<file path="src/rtl/dcache_wb.sv">
`default_nettype none
// ============================================================================
// dcache_wb : direct-mapped write-back / write-allocate data cache, line bus
// Rev 1.0
// ============================================================================
module dcache_wb #(
  parameter int LINE_ADDR_LEN = 3,
  parameter int SET_ADDR_LEN  = 3,
  parameter int TAG_LEN       = 32 - 2 - LINE_ADDR_LEN - SET_ADDR_LEN
) (
  input  logic                                 clk,
  input  logic                                 rst,
  input  logic                                 rd_req,
  input  logic                                 wr_req,
  input  logic [31:0]                          addr,
  input  logic [31:0]                          wr_data,
  output logic [31:0]                          rd_data,
  output logic                                 miss,
  output logic                                 mem_rd_req,
  output logic                                 mem_wr_req,
  output logic [31:0]                          mem_addr,
  output logic [32*(2**LINE_ADDR_LEN)-1:0]     mem_wr_line,
  input  logic [32*(2**LINE_ADDR_LEN)-1:0]     mem_rd_line,
  input  logic                                 mem_gnt,
  output logic [31:0]                          access_cnt,
  output logic [31:0]                          miss_cnt
);

  localparam int SETS      = 2**SET_ADDR_LEN;
  localparam int LINE_BITS = 32*(2**LINE_ADDR_LEN);

  localparam logic [1:0] c_IDLE       = 2'd0;
  localparam logic [1:0] c_SWAP_OUT   = 2'd1;
  localparam logic [1:0] c_SWAP_IN    = 2'd2;
  localparam logic [1:0] c_SWAP_IN_OK = 2'd3;

  logic [1:0]            state_q, state_d;
  logic [SETS-1:0]       valid_q, dirty_q;
  logic [TAG_LEN-1:0]    tag_q  [SETS];
  logic [LINE_BITS-1:0]  data_q [SETS];
  logic [31:0]           access_cnt_q, miss_cnt_q;

  logic [LINE_ADDR_LEN-1:0] w_word_off;
  logic [SET_ADDR_LEN-1:0]  w_set;
  logic [TAG_LEN-1:0]       w_tag;
  logic [LINE_BITS-1:0]     w_cur_line;
  logic                     w_req, w_hit, w_miss_idle, w_refill;
  logic                     w_unused_addr;

  assign w_word_off    = addr[LINE_ADDR_LEN+1:2];
  assign w_set         = addr[LINE_ADDR_LEN+2 +: SET_ADDR_LEN];
  assign w_tag         = addr[31 -: TAG_LEN];
  assign w_unused_addr = ^addr[1:0];
  assign w_cur_line    = data_q[w_set];

  assign w_req       = rd_req | wr_req;
  assign w_hit       = w_req && valid_q[w_set] && (tag_q[w_set] == w_tag) && (state_q == c_IDLE);
  assign w_miss_idle = w_req && !w_hit && (state_q == c_IDLE);
  assign w_refill    = (state_q == c_SWAP_IN) && mem_gnt;

  // A simultaneous rd/wr is a write, so it never returns read data.
  assign rd_data    = (w_hit && !wr_req) ? w_cur_line[{w_word_off, 5'b0} +: 32] : 32'd0;
  assign miss       = (state_q != c_IDLE) || (w_req && !w_hit);
  assign mem_wr_req = (state_q == c_SWAP_OUT);
  assign mem_rd_req = (state_q == c_SWAP_IN);
  assign access_cnt = access_cnt_q;
  assign miss_cnt   = miss_cnt_q;

  always_comb begin
    mem_addr    = 32'd0;
    mem_wr_line = '0;
    if (state_q == c_SWAP_OUT) begin
      mem_addr    = {tag_q[w_set], w_set, {(LINE_ADDR_LEN+2){1'b0}}};
      mem_wr_line = w_cur_line;
    end else if (state_q == c_SWAP_IN) begin
      mem_addr    = {w_tag, w_set, {(LINE_ADDR_LEN+2){1'b0}}};
    end
  end

  always_comb begin
    state_d = state_q;
    case (state_q)
      c_IDLE:       if (w_miss_idle)
                      state_d = (valid_q[w_set] && dirty_q[w_set]) ? c_SWAP_OUT : c_SWAP_IN;
      c_SWAP_OUT:   if (mem_gnt) state_d = c_SWAP_IN;
      c_SWAP_IN:    if (mem_gnt) state_d = c_SWAP_IN_OK;
      c_SWAP_IN_OK: state_d = c_IDLE;
      default:      state_d = c_IDLE;
    endcase
  end

  always_ff @(posedge clk) begin
    if (rst) begin
      state_q      <= c_IDLE;
      valid_q      <= '0;
      dirty_q      <= '0;
      access_cnt_q <= 32'd0;
      miss_cnt_q   <= 32'd0;
    end else begin
      state_q <= state_d;
      if (w_hit)       access_cnt_q <= access_cnt_q + 32'd1;
      if (w_miss_idle) miss_cnt_q   <= miss_cnt_q + 32'd1;
      if (w_hit && wr_req) dirty_q[w_set] <= 1'b1;
      if (w_refill) begin
        valid_q[w_set] <= 1'b1;
        dirty_q[w_set] <= 1'b0;
      end
    end
  end

  // Line storage and tags survive reset; only valid/dirty are cleared.
  always_ff @(posedge clk) begin
    if (w_refill) begin
      data_q[w_set] <= mem_rd_line;
      tag_q[w_set]  <= w_tag;
    end else if (w_hit && wr_req) begin
      data_q[w_set][{w_word_off, 5'b0} +: 32] <= wr_data;
    end
  end

endmodule
`default_nettype wire

</file>
<file path="config.mk">
export PLATFORM = sky130hd
export DESIGN_NAME = dcache_wb
export DESIGN_NICKNAME = d
export VERILOG_FILES = /design/src/rtl/dcache_wb.sv
export SDC_FILE = /design/constraint.sdc
export NUM_CORES = 2
export LEC_CHECK = 0
export BUFFER_PORTS_ARGS = -buffer_cell sky130_fd_sc_hd__buf_2
export CAP_MARGIN = 30
export CORE_MARGIN = 5
export CORE_UTILIZATION = 45
export DETAILED_ROUTE_END_ITERATION = 10
export PLACE_DENSITY_LB_ADDON = 0.05
export SLEW_MARGIN = 25
export SYNTH_ARGS = -nofsm -noshare
export SYNTH_HDL_FRONTEND = slang
export SYNTH_SLANG_ARGS = --single-unit
</file>
<file path="constraint.sdc">
create_clock -name clk -period 6.4 [get_ports clk]
set_input_delay 0.32 -clock clk [delete_from_list [all_inputs] [get_ports clk]]
set_output_delay 0.32 -clock clk [all_outputs]
set_load 0.01 [all_outputs]
</file>
==> results.py <==
metrics = {
    "die": {
        "ios": 712,
        "dieWidth_um": 465,
        "dieArea_um2": 216000,
        "row_count": 167,
        "core_area_um2": 206000,
        "die_h_um": 465,
        "start_util_pct": 45.1,
    },
    "layout": {
        "syn_to_final_growth_pct": 19.8,
        "fill_cells": 17000,
        "drive_gt1_share_pct": 25.8,
        "final_nets": 7183,
    },
    "worst_setup_path": {
        "r2r_slack_ns": 1.59,
        "cp-start-kind": "flip-flop",
        "crit_fanout": 11,
        "worstPathRequired_ns": 6.08,
        "crit_path_end_kind": "output pin",
        "worstPathArrival_ns": 5.17,
        "path_class": "flip-flop to output pin",
    },
    "clock_network": {
        "cts_buffer_depth": 3,
        "cts_made_buffers": 238,
        "cts_root_buffer": "clkbuf_16",
        "cts.sinks": 2322,
        "clk_latency_ns": 0.90,
        "cts.clk_slew.worst_paths_ns": 0.06,
        "htreeDepth": 4,
        "ctsResizeCount": 0,
        "cts_tree": "done",
    },
    "global_route": {
        "grt_max_degree": 138,
        "grt_overflow": 0,
        "grt_pass1_wl_mm": 499,
        "grtUsageTotal_pct": 33.4,
        "grt_pass1_vias": 59200,
        "antenna_found_initial": 32,
    },
    "job": {
        "cap_violations": 0,
    },
    "routing": {
        "drcViolationCount": 0,
        "drt_iter0_markers": 8055,
        "vias": 62600,
        "ant_nets": 0,
        "viasPerCell": 6.38,
        "wire_per_inst_um": 37.6,
        "firstDrtPassIters": 7,
        "wl_mm": 369,
    },
    "logic_synthesis": {
        "syn_avg_cell_area_um2": 16.0,
        "netlist_area_um2": 93000,
        "synth_edf_count": 2240,
        "yosys_warnings": 0,
        "ys_ff_latch": 2322,
        "synth_cells": 5819,
        "synthDistinctLibCells": 74,
        "ys_seq_area_share_pct": 74.1,
        "async_flop_share_pct": 0,
        "synth_flop_cell": "edfxtp_1",
    },
    "power": {
        "leakage_nw": 37.8,
        "power.density_nw_per_um2": 311,
        "total_power_mw": 34.7,
        "clkPwrFrac_pct": 38.2,
        "p_sw_mw": 9.03,
        "combPwrFrac_pct": 12.3,
        "switching_share_pct": 26.0,
        "seq_power_share_pct": 49.5,
        "intPower_mw": 25.7,
        "peakVddDrop_uv": 292,
    },
    "sta": {
        "slew_headroom_pct": 27.4,
        "fin_skew_ns": 0.0426,
        "max_freq_mhz": 182,
        "period_share_pct": 85.8,
        "fin_crit_ns": 5.49,
        "grt_setup_unrepaired": "no",
        "final-setup-viol-count": 0,
        "tightest_slew_ns": 1.09,
        "slew_violations": 0,
        "hold_viol_final": 0,
        "tns_ns": 0,
    },
    "run_status": {
        "status": "finished, final reports clean",
    },
    "place": {
        "dp_hpwl_mm": 228,
        "gp_congestion": 0.868,
        "io_buffers": 704,
    },
    "hold_path": {
        "hold_class": "input pin to flip-flop",
    },
}
power groups by stage:
stage | Combinational [mW] | Clock, mW | Sequential (mW)
after floorplan | 1.82 | 0 | 17.5
after global placement | 4.05 | 0 | 17.5
after detailed placement | 4.09 | 0 | 17.5
after CTS | 4.22 | 13.4 | 17.2
after global routing | 4.40 | 14.0 | 17.2
final | 4.28 | 13.2 | 17.2
metrics by stage:
| step | instance area [µm²] | util (%) | setup WS, ns | hold WS [ns] | std cells |
|---|---|---|---|---|---|
| 4_1_cts | 111000 | 53.9 | 1.00 | 0.00350 | 9742 |
| 3_5_place_dp | 102000 | 49.2 | 0.974 | 0.461 | 9073 |
| 5_1_grt | 111000 | 54.0 | 0.888 | 0.0439 | 9792 |
| 6_report | 111000 | 54.0 | 0.908 | 0.0715 | 9815 |
| 3_3_place_gp | 101000 | 49.1 | 0.937 | 0.449 | 9064 |
| 2_1_floorplan | 93100 | - | 1.30 | 0.419 | 5823 |
Yosys cell counts (39+ instances only):
master    instances  area share [%]
a22oi_1         535             4.3
and3_1           74            0.50
nand4_1          64            0.43
nand2_1         270             1.1
mux4_2           84             2.0
edfxtp_1       2240              72
nor2_1          481             1.9
o21ai_0         154            0.83
a21oi_1         149            0.80
buf_1            79            0.32
and2_1           95            0.64
a221oi_1        178             1.7
a22o_1           77            0.72
mux2_2          344             4.2
dfxtp_1          82             1.8
clkbuf_1        263             1.1
buf_2            45            0.24
nor3_1           39            0.21
mux2i_1         174             1.9
nor2b_1          46            0.31
cell usage in the layout (no fill, tap or decap), types with 74 or more instances in the layout:
cell type         n
edfxtp_1       2240
buf_2           705
a22oi_1         535
nor2_1          398
mux2_2          344
nand2_1         267
clkbuf_16       240
dlygate4sd3_1   236
buf_4           192
a221oi_1        176
mux2i_1         174
o21ai_0         149
a21oi_1         143
and2_1           93
mux4_2           84
dfxtp_1          82
nor2_4           80
a22o_1           77
and3_1           74
layer usage:
layer  global-route usage [%]  vias to the layer above  share of wire, %
li1                         -                    25400                 -
met3                     5.28                      670               8.7
met2                     50.7                     3603                45
met4                     18.3                        6               6.3
met1                     46.4                    32900                40
met5                        0                        -             0.012
critical path, cell delays in order, from the launching register on:
cell,delay [ns]
edfxtp_1,0.36
mux2_1,0.29
a221o_1,0.36
a222oi_1,0.45
xor2_1,0.19
nand3_1,0.18
nor4bb_1,0.34
buf_4,0.17
nand3_2,0.60
a211oi_1,1.05
buf_2,0.28
sequential cells by signal, indices dropped and copies added (netlist names), named ones only:
name / cells
access_cnt: 32
data_q: 2048
miss_cnt: 32
state_q: 2
tag_q: 192
valid_q: 8
path summary, 6_finish.rpt:
check	end	cells after the start	start
setup reg to reg	data_q[0][225]	12	tag_q[2][22]
setup / recovery	rd_data[6]	10	tag_q[2][22]
hold / removal	data_q[6][225]	3	mem_rd_line[225]
hold reg to reg	valid_q[0]	2	valid_q[0]
repair_timing:
item | in CTS | in global routing
buffers inserted | 0 | 0
endpoints found under the hold margin | 1886 | 3
hold buffers | 235 | 1
layout make-up:
type	instances	area, µm²	share of cell area (%)
well taps	2704	3380	3.04
repair buffers	1183	8330	7.47
inverters	18	82.6	0.0741
clock inverters	135	1040	0.930
flip-flops and latches	2322	68900	61.8
diodes	67	168	0.150
clock buffers	299	6230	5.59
multi-input cells	3087	23300	20.9
kinds of logic after synthesis:
group	after synthesis	share of synthesized area (%)
xor gates and xnor gates	23	0.216
buffers and inverters	414	1.77
other	1	0.00403
adders and majority gates	8	0.108
muxes	604	8.09
DFF	2322	74.1
and+or+nand+nor	1202	6.10
AOI/OAI and AO/OA	1245	9.65
No activity file was read; power rests on OpenSTA's default activity.
